File: src/rtl/lab3_pkg.sv
// Shared encodings for the Lab3 controller/datapath pair: function-select and
// datapath-select codes, consumed by the datapath, the controller and the bench.
package lab3_pkg;

  localparam logic [1:0] FS_HOLD = 2'b00;
  localparam logic [1:0] FS_INC  = 2'b01;
  localparam logic [1:0] FS_HALF = 2'b10;
  localparam logic [1:0] FS_TRIP = 2'b11;

  localparam logic SEL_LOAD = 1'b0;
  localparam logic SEL_RUN  = 1'b1;

endpackage

File: src/rtl/collatz_alu.sv
// Combinational function unit: computes next R for the selected FS op and flags
// when the exact result would not fit in W bits.
module collatz_alu
  import lab3_pkg::*;
#(
  parameter int W = 8
) (
  input  logic [W-1:0] r,
  input  logic [1:0]   fs,
  output logic [W-1:0] next_r,
  output logic         ovf
);

  localparam logic [W-1:0] W_ONE = {{(W-1){1'b0}}, 1'b1};

  // 3R needs up to two extra bits; anything above bit W-1 is an overflow.
  logic [W+1:0] w_trip;
  assign w_trip = {2'b00, r} + {1'b0, r, 1'b0};

  always_comb begin
    next_r = r;
    ovf    = 1'b0;
    case (fs)
      FS_HOLD: begin
        next_r = r;
        ovf    = 1'b0;
      end
      FS_INC: begin
        next_r = r + W_ONE;
        ovf    = (r == {W{1'b1}});
      end
      FS_HALF: begin
        next_r = r >> 1;
        ovf    = 1'b0;
      end
      default: begin
        next_r = w_trip[W-1:0];
        ovf    = |w_trip[W+1:W];
      end
    endcase
  end

endmodule

File: src/rtl/collatz_datapath.sv
// Datapath half of the Lab3 Collatz pair: working register R, peak tracker,
// saturating step / odd-step counters and a sticky overflow flag.
module collatz_datapath
  import lab3_pkg::*;
#(
  parameter int W  = 8,
  parameter int CW = 8
) (
  input  logic          CLK,
  input  logic          reset,
  input  logic [W-1:0]  din,
  input  logic          SEL,
  input  logic          WEN,
  input  logic [1:0]    FS,
  output logic          One,
  output logic          X0,
  output logic [W-1:0]  value,
  output logic [W-1:0]  peak,
  output logic [CW-1:0] steps,
  output logic [CW-1:0] odd_steps,
  output logic          ovf
);

  localparam logic [CW-1:0] C_ONE = {{(CW-1){1'b0}}, 1'b1};
  localparam logic [CW-1:0] C_MAX = {CW{1'b1}};
  localparam logic [W-1:0]  W_ONE = {{(W-1){1'b0}}, 1'b1};

  logic [W-1:0]  r_value;
  logic [W-1:0]  r_peak;
  logic [CW-1:0] r_steps;
  logic [CW-1:0] r_odd_steps;
  logic          r_ovf;

  logic [W-1:0]  w_next;
  logic          w_alu_ovf;

  collatz_alu #(.W(W)) u_alu (
    .r      (r_value),
    .fs     (FS),
    .next_r (w_next),
    .ovf    (w_alu_ovf)
  );

  always_ff @(posedge CLK) begin
    if (reset) begin
      r_value     <= '0;
      r_peak      <= '0;
      r_steps     <= '0;
      r_odd_steps <= '0;
      r_ovf       <= 1'b0;
    end else if (SEL == SEL_LOAD) begin
      // Load wins over any op selected this cycle, including its overflow.
      r_value     <= din;
      r_peak      <= din;
      r_steps     <= '0;
      r_odd_steps <= '0;
      r_ovf       <= 1'b0;
    end else begin
      r_value <= w_next;
      if (w_next > r_peak) begin
        r_peak <= w_next;
      end
      if ((FS != FS_HOLD) && (r_steps != C_MAX)) begin
        r_steps <= r_steps + C_ONE;
      end
      if (WEN && (r_odd_steps != C_MAX)) begin
        r_odd_steps <= r_odd_steps + C_ONE;
      end
      if (w_alu_ovf) begin
        r_ovf <= 1'b1;
      end
    end
  end

  // Status back to the controller comes only from registered R.
  assign One       = (r_value == W_ONE);
  assign X0        = r_value[0];
  assign value     = r_value;
  assign peak      = r_peak;
  assign steps     = r_steps;
  assign odd_steps = r_odd_steps;
  assign ovf       = r_ovf;

endmodule

File: config.mk
export PLATFORM = sky130hd
export DESIGN_NAME = collatz_datapath
export DESIGN_NICKNAME = d
export VERILOG_FILES = /design/src/rtl/lab3_pkg.sv /design/src/rtl/collatz_alu.sv /design/src/rtl/collatz_datapath.sv
export SDC_FILE = /design/constraint.sdc
export NUM_CORES = 1
export LEC_CHECK = 0
export ABC_AREA = 1
export CAP_MARGIN = 20
export CORE_MARGIN = 4
export CORE_UTILIZATION = 56
export CTS_CLUSTER_SIZE = 16
export DETAILED_ROUTE_END_ITERATION = 6
export PLACE_DENSITY = 0.86
export SYNTH_ARGS = -nofsm -noshare
export SYNTH_HDL_FRONTEND = slang
export SYNTH_SLANG_ARGS = --single-unit
File: constraint.sdc
create_clock -name CLK -period 4.9 [get_ports CLK]
set_input_delay 0.98 -clock CLK [delete_from_list [all_inputs] [get_ports CLK]]
set_output_delay 0.98 -clock CLK [all_outputs]
set_load 0.02 [all_outputs]
**Yosys cells after proc, flatten, opt, wreduce, memory -nomap -nowiden**

Index checks and enable logic that the tools add are counted.

- Multiplexer cells: 5
- Eq/ne operators: 7
- Reductions and logical operators: 7
- Bitwise logic cells: 1
- Add/sub/neg operators: 4
- Magnitude comparators: 1

Operator list:

| cell | count |
|---|---|
| 8-bit by 1-bit adder with 8-bit output, second input constant | 3 |
| 8-bit 2-to-1 mux | 3 |
| 8-bit one-hot mux with 3 select lines | 1 |
| 8-bit inequality test, second input constant | 2 |
| 8-bit by 9-bit adder with 10-bit output | 1 |
| 8-bit by 1-bit equality test with 1-bit output, second input constant | 1 |
| 8-bit equality test, second input constant | 1 |
| 8-bit > comparator | 1 |
| 2-bit OR reduction | 3 |
| 2-bit by 1-bit equality test with 1-bit output, second input constant | 1 |
| 2-bit equality test, second input constant | 1 |
| 1-bit logical AND | 2 |
| 2-bit logical NOT | 1 |
| 2-bit by 1-bit inequality test with 1-bit output, second input constant | 1 |
| 1-bit one-hot mux with 2 select lines | 1 |
| 2-bit nonzero test | 1 |
| 1-bit NOT | 1 |

- Bits in registers: 33
- Word-level logic and storage cells: 30

**Logic depth before layout (Yosys ltp)**

- Depth after elaboration: 5
- Depth in mapped cells: 21
- Depth with buffers taken out: 21

**By module**

A second synthesis with hierarchy kept.

- Cells, all modules: 380
- Area total of the unflattened synthesis: 2,446.1 um^2

By module, submodules not included:

| module | cells each | seq. area each (um^2) | instances | area an instance (um^2) |
|---|---|---|---|---|
| collatz_datapath | 253 | 660.6 | 1 | 1,779.2 |
| collatz_alu | 127 | 0.0 | 1 | 666.9 |

**Worst setup path after synthesis**

OpenSTA, ideal clock, no wires.

- Kind: reg2reg
- Start point: register r_value[1] (netlist: value[1])
- End point: register r_peak[0] (netlist: peak[0])
- Setup time: 0.116 ns
- Arrival: 2.590 ns
- Slack: 2.194 ns
- Stages on the path, launching flop included: 18
- Clock period less this slack: 2.706 ns
- Buffers on the path: 0
- Path through: dfxtp_1 > ha_1 > fa_1 > or2_2 > a21oi_1 > a21oi_2 > ha_1 > nand2_1 > inv_1 > nand2_1 > nand2_1 > nand2_1 > nand2_1 > nand2_1 > nand2_2 > inv_1 > nor2_1 > nor2_1

- Word-level cells in the longest chain between the ends: 4
- Elaborated cells on any way between the ends: 7
- Classes of those cells: add/sub (2); order compare (1); eq/ne (1); mux (3)

RTL lines:

| what | RTL line | text |
|---|---|---|
| start, declared | collatz_datapath.sv:28 | `logic [W-1:0] r_value;` |
| start signal, assigned | collatz_datapath.sv:53 | `r_value <= din;` |
| start signal, assigned | collatz_datapath.sv:59 | `r_value <= w_next;` |
| 8-bit by 9-bit adder with 10-bit output or 8-bit by 1-bit adder with 8-bit output (tied branches) | collatz_alu.sv:18, collatz_alu.sv:29 |  |
| 8-bit one-hot mux with 3 select lines * | collatz_alu.sv:23 | `case (fs)` |
| 8-bit > comparator | collatz_datapath.sv:60 | `if (w_next > r_peak) begin` |
| 2-bit by 1-bit inequality test with 1-bit output (no line) | - |  |
| end signal, assigned | collatz_datapath.sv:54 | `r_peak <= din;` |
| end signal, assigned | collatz_datapath.sv:61 | `r_peak <= w_next;` |
| end, declared | collatz_datapath.sv:29 | `logic [W-1:0] r_peak;` |

Every way passes the cells marked *; elsewhere a longest branch is shown, timed or not. The select of a mux whose other input is x is not followed.
A chain may end at the register's enable or synchronous reset.

**Worst setup path in the final report**

- Start point: input FS[0]
- End point: register r_peak[0] (netlist: peak[0])

- Word-level cells in the longest chain between the ends: 4
- Elaborated cells on any way between the ends: 8
- Classes of those cells: order compare (1); eq/ne (3); mux (3); reduce/logical (1)

RTL lines:

| what | RTL line | text |
|---|---|---|
| start, declared | collatz_datapath.sv:14 | `input logic [1:0] FS,` |
| 2-bit equality test (tied with other cells) | collatz_alu.sv:23 |  |
| 8-bit one-hot mux with 3 select lines * | collatz_alu.sv:23 |  |
| 8-bit > comparator or 8-bit 2-to-1 mux (tied branches) | collatz_datapath.sv:60 |  |
| 2-bit by 1-bit inequality test with 1-bit output (no line) or 8-bit 2-to-1 mux (tied branches) | - |  |

Marked as above.

==> reports/metrics.yaml <==
status:
  status: "completed"
final_layout:
  layout.cells.most_common: "sky130_fd_sc_hd__nand2_1"
  fin_nets: 449
  final_design_area_no_fill_um2: 2995
  fin_cells: 461
  antenna_diode_count: 0
  post_route_cells_drive_above_1_share: 0.06569
  most_frequent_cells_in_the_layout: "sky130_fd_sc_hd__nand2_1, sky130_fd_sc_hd__clkdlybuf4s50_1, sky130_fd_sc_hd__inv_1"
  synthToLayoutAreaGrowth_pct: 24.69
  fillers: 338
  final_util: 0.7330
place:
  place_hpwl_um: 4707
  place_ws_ns: 1.352
  post_dp_cell_area_um2: 2909
  gpl.final_weighted_congestion: 0.9046
  placed_cells_incl_taps: 454
  port-buffer-count: 48
detailed_routing:
  route.detailed.vias_per_inst: 5.304
  drtPass1Iterations: 5
  routed_wl_um: 6039
  first_iter_violations: 174
  dr_total_vias: 2445
  final_antenna_net_count: 0
  post_drt_wl_per_cell_um: 13.10
  drc_errors: 0
die:
  die_h_um: 73.50
  start_util: 0.5879
  num_rows: 23
  core_region_area_um2: 4086
  floorplan.die.width_um: 73.50
  top_level_ports: 49
  die_area_um2: 5402
synthesis:
  syn_inst: 361
  postSynthNetCount: 399
  yosysUniqueCellTypes: 37
  mean_instance_size_in_the_synthesized_netlist_um2: 6.655
  synthesis.yosys.warnings: 0
  synth_top_area_cell: "sky130_fd_sc_hd__dfxtp_1"
  fraction_of_the_yosys_area_taken_by_sequential_cells: 0.2750
  top_cell_type_s_share_of_synthesized_area: 0.2750
  cell_area_synth_um2: 2402
  ys_ff_latch: 33
  netlist_top_cells_area: "sky130_fd_sc_hd__dfxtp_1, sky130_fd_sc_hd__nand2_1, sky130_fd_sc_hd__ha_1"
sta:
  timing.final.crit_share: 0.6829
  timing.slew.headroom: 0.6813
  final_critical_path_setup_slack_ns: 1.554
  finalMaxSlewViolations: 0
  max_clock_freq_ghz: 0.2988
  final.min_clock_period_ns: 3.346
  fin_worst_skew_ns: 0.009211
  worstMarginPinSlew_ns: 0.4766
  final.setup.tns_ns: 0
  hold_viol: 0
  setup_repair_after_global_routing_missed_its_margin: "false"
  finalSetupViolCount: 0
clock_network:
  tritoncts: "done"
  clock_sink_count: 33
  cts_setup_buffers: 0
  cts-hold-fix-buffers: 0
  path_clk_slew_ns: 0.07
  clk_latency_ns: 0.29
  post_cts.resized_instances: 0
  cts-htree-levels: 2
  cts_buffers: 5
  clockRootBuffer: "sky130_fd_sc_hd__clkbuf_8"
  cts.path.max_buffers: 2
pwr:
  p_int_uw: 502.8
  pwr-share-comb: 0.330
  powerDensity_nw_per_um2: 257.8
  leakagePower_uw: 0.001324
  total_switching_power_uw: 269.4
  clock_power_share: 0.271
  max-vdd-ir-drop_uv: 256.8
  netSwitchingFraction: 0.3488
  seq_power_share: 0.399
critical_path:
  crit_path_start_kind: "input port"
  setup.worst_path.class: "in2reg"
  worst-path-max-fanout: 10
  max_stage_delay_ns: 0.69
  cpMostUsedCell: "sky130_fd_sc_hd__nand2_1"
  critPathRequiredTime_ns: 5.09
  critical-path-top-delay-family: "simple AND/OR/NAND/NOR gates"
  critPathBufInv: 4
  timing.critical_path.slowest_stage_cell: "sky130_fd_sc_hd__clkdlybuf4s50_1"
  worst_setup_path_end_kind: "flip-flop"
  worst-r2r-setup-slack_ns: 1.84
  cp_cell_sequence: "clkdlybuf4s50_1, nand2_1, inv_1, nand3_1, nand2_1, inv_1, ha_1, nand2_1, nor2_1, nand2_1, nand2_1, nand2_1, nand2_2, inv_1, nor2_1, nor2_1"
  worst-endpoint-arrival_ns: 3.53
global_routing:
  grt_pass1_vias: 2247
  globalRoute.totalOverflow: 0
  pin_count_of_the_biggest_net_entering_global_routing: 13
  number_of_antenna_violations_at_the_first_check_in_global_routing: 0
  grt_util_all_layers: 0.2381
  grt_pass1_wl_um: 10190
worst_hold_path:
  timing.hold.worst.class: "reg2reg"
run:
  number_of_max_cap_violations: 0
tightest hold or removal path, stage by stage, from the launching register on:
cell and delay, ns:
sky130_fd_sc_hd__dfxtp_1 0.32, sky130_fd_sc_hd__inv_1 0.05, sky130_fd_sc_hd__a21oi_1 0.05
layer usage:
metal	routed length (um)	up-vias	global-route usage
li1	-	1278	-
met1	2796	1090	0.3219
met2	2886	70	0.3888
met3	288	7	0.04514
met4	67	0	0.06036
met5	0	-	0
cells by family (layout without fill, tap and decap cells):
group | after synthesis | in the layout | synth area share
adders and majority gates | 24 | 24 | 0.1281
xor gates and xnor gates | 7 | 7 | 0.02552
DFF | 33 | 33 | 0.2750
AOI/OAI and AO/OA | 76 | 76 | 0.1745
and+or+nand+nor | 162 | 162 | 0.2964
buffers and inverters | 59 | 109 | 0.1005
flip-flops by register name, indices dropped and copies added, names as in the netlist:
register	flops
ovf	1
peak	8
odd_steps	8
value	8
steps	8
worst paths after layout:
check,start,depth (start not counted),to
worst max-delay path,FS[0],16,peak[0]
worst min-delay path,odd_steps[4],2,odd_steps[4]
worst max register to register,value[0],17,peak[0]
worst min register to register,odd_steps[4],2,odd_steps[4]
synthesized netlist by cell type:
master / n
sky130_fd_sc_hd__nand2_1: 87
sky130_fd_sc_hd__inv_1: 47
sky130_fd_sc_hd__dfxtp_1: 33
sky130_fd_sc_hd__a21oi_1: 31
sky130_fd_sc_hd__nor2_1: 30
sky130_fd_sc_hd__ha_1: 23
sky130_fd_sc_hd__nand3_1: 22
sky130_fd_sc_hd__o21ai_0: 18
sky130_fd_sc_hd__o21ai_1: 13
sky130_fd_sc_hd__a21oi_2: 5
sky130_fd_sc_hd__inv_2: 5
sky130_fd_sc_hd__nand4_1: 5
sky130_fd_sc_hd__nor3_1: 4
sky130_fd_sc_hd__xor2_1: 4
sky130_fd_sc_hd__nand2_2: 3
sky130_fd_sc_hd__o21a_1: 3
sky130_fd_sc_hd__xnor2_1: 3
sky130_fd_sc_hd__a31oi_1: 2
sky130_fd_sc_hd__and2_1: 2
sky130_fd_sc_hd__buf_2: 2
sky130_fd_sc_hd__buf_4: 2
sky130_fd_sc_hd__nand2_4: 2
sky130_fd_sc_hd__buf_6: 1
sky130_fd_sc_hd__clkinv_1: 1
sky130_fd_sc_hd__fa_1: 1
sky130_fd_sc_hd__inv_4: 1
sky130_fd_sc_hd__nand3_2: 1
sky130_fd_sc_hd__nor2_2: 1
sky130_fd_sc_hd__nor2_4: 1
sky130_fd_sc_hd__nor3_2: 1
sky130_fd_sc_hd__nor3b_1: 1
sky130_fd_sc_hd__o21bai_1: 1
sky130_fd_sc_hd__o221ai_1: 1
sky130_fd_sc_hd__o22ai_1: 1
sky130_fd_sc_hd__o31ai_1: 1
sky130_fd_sc_hd__or2_1: 1
sky130_fd_sc_hd__or2_2: 1
area by class of cell:
type / instances / area [um^2] / share of cell area
Multi-Input combinational cell: 269 / 1500 / 0.5008
Sequential cell: 33 / 660.6 / 0.2206
Timing Repair Buffer: 48 / 480.5 / 0.1604
Inverter: 54 / 205.2 / 0.06850
Clock buffer: 7 / 86.33 / 0.02882
Tap cell: 50 / 62.56 / 0.02089
power by group through the flow:
stage,registers [uW],logic [uW],clock network (uW)
floorplan,332,143,0
global placement,313,242,0
detailed placement,313,252,0
CTS,308,253,211
global route,312,284,219
finish,308,255,209
metrics by stage:
stage               hold WS, ns  total power [uW]
detailed placement       0.4580             564.8
global placement         0.4541             554.6
CTS                      0.4702             772.0
floorplan                0.5302             475.0
global route             0.5018             814.7
finish                   0.4661             772.2
No activity file was read; power rests on OpenSTA's default activity.
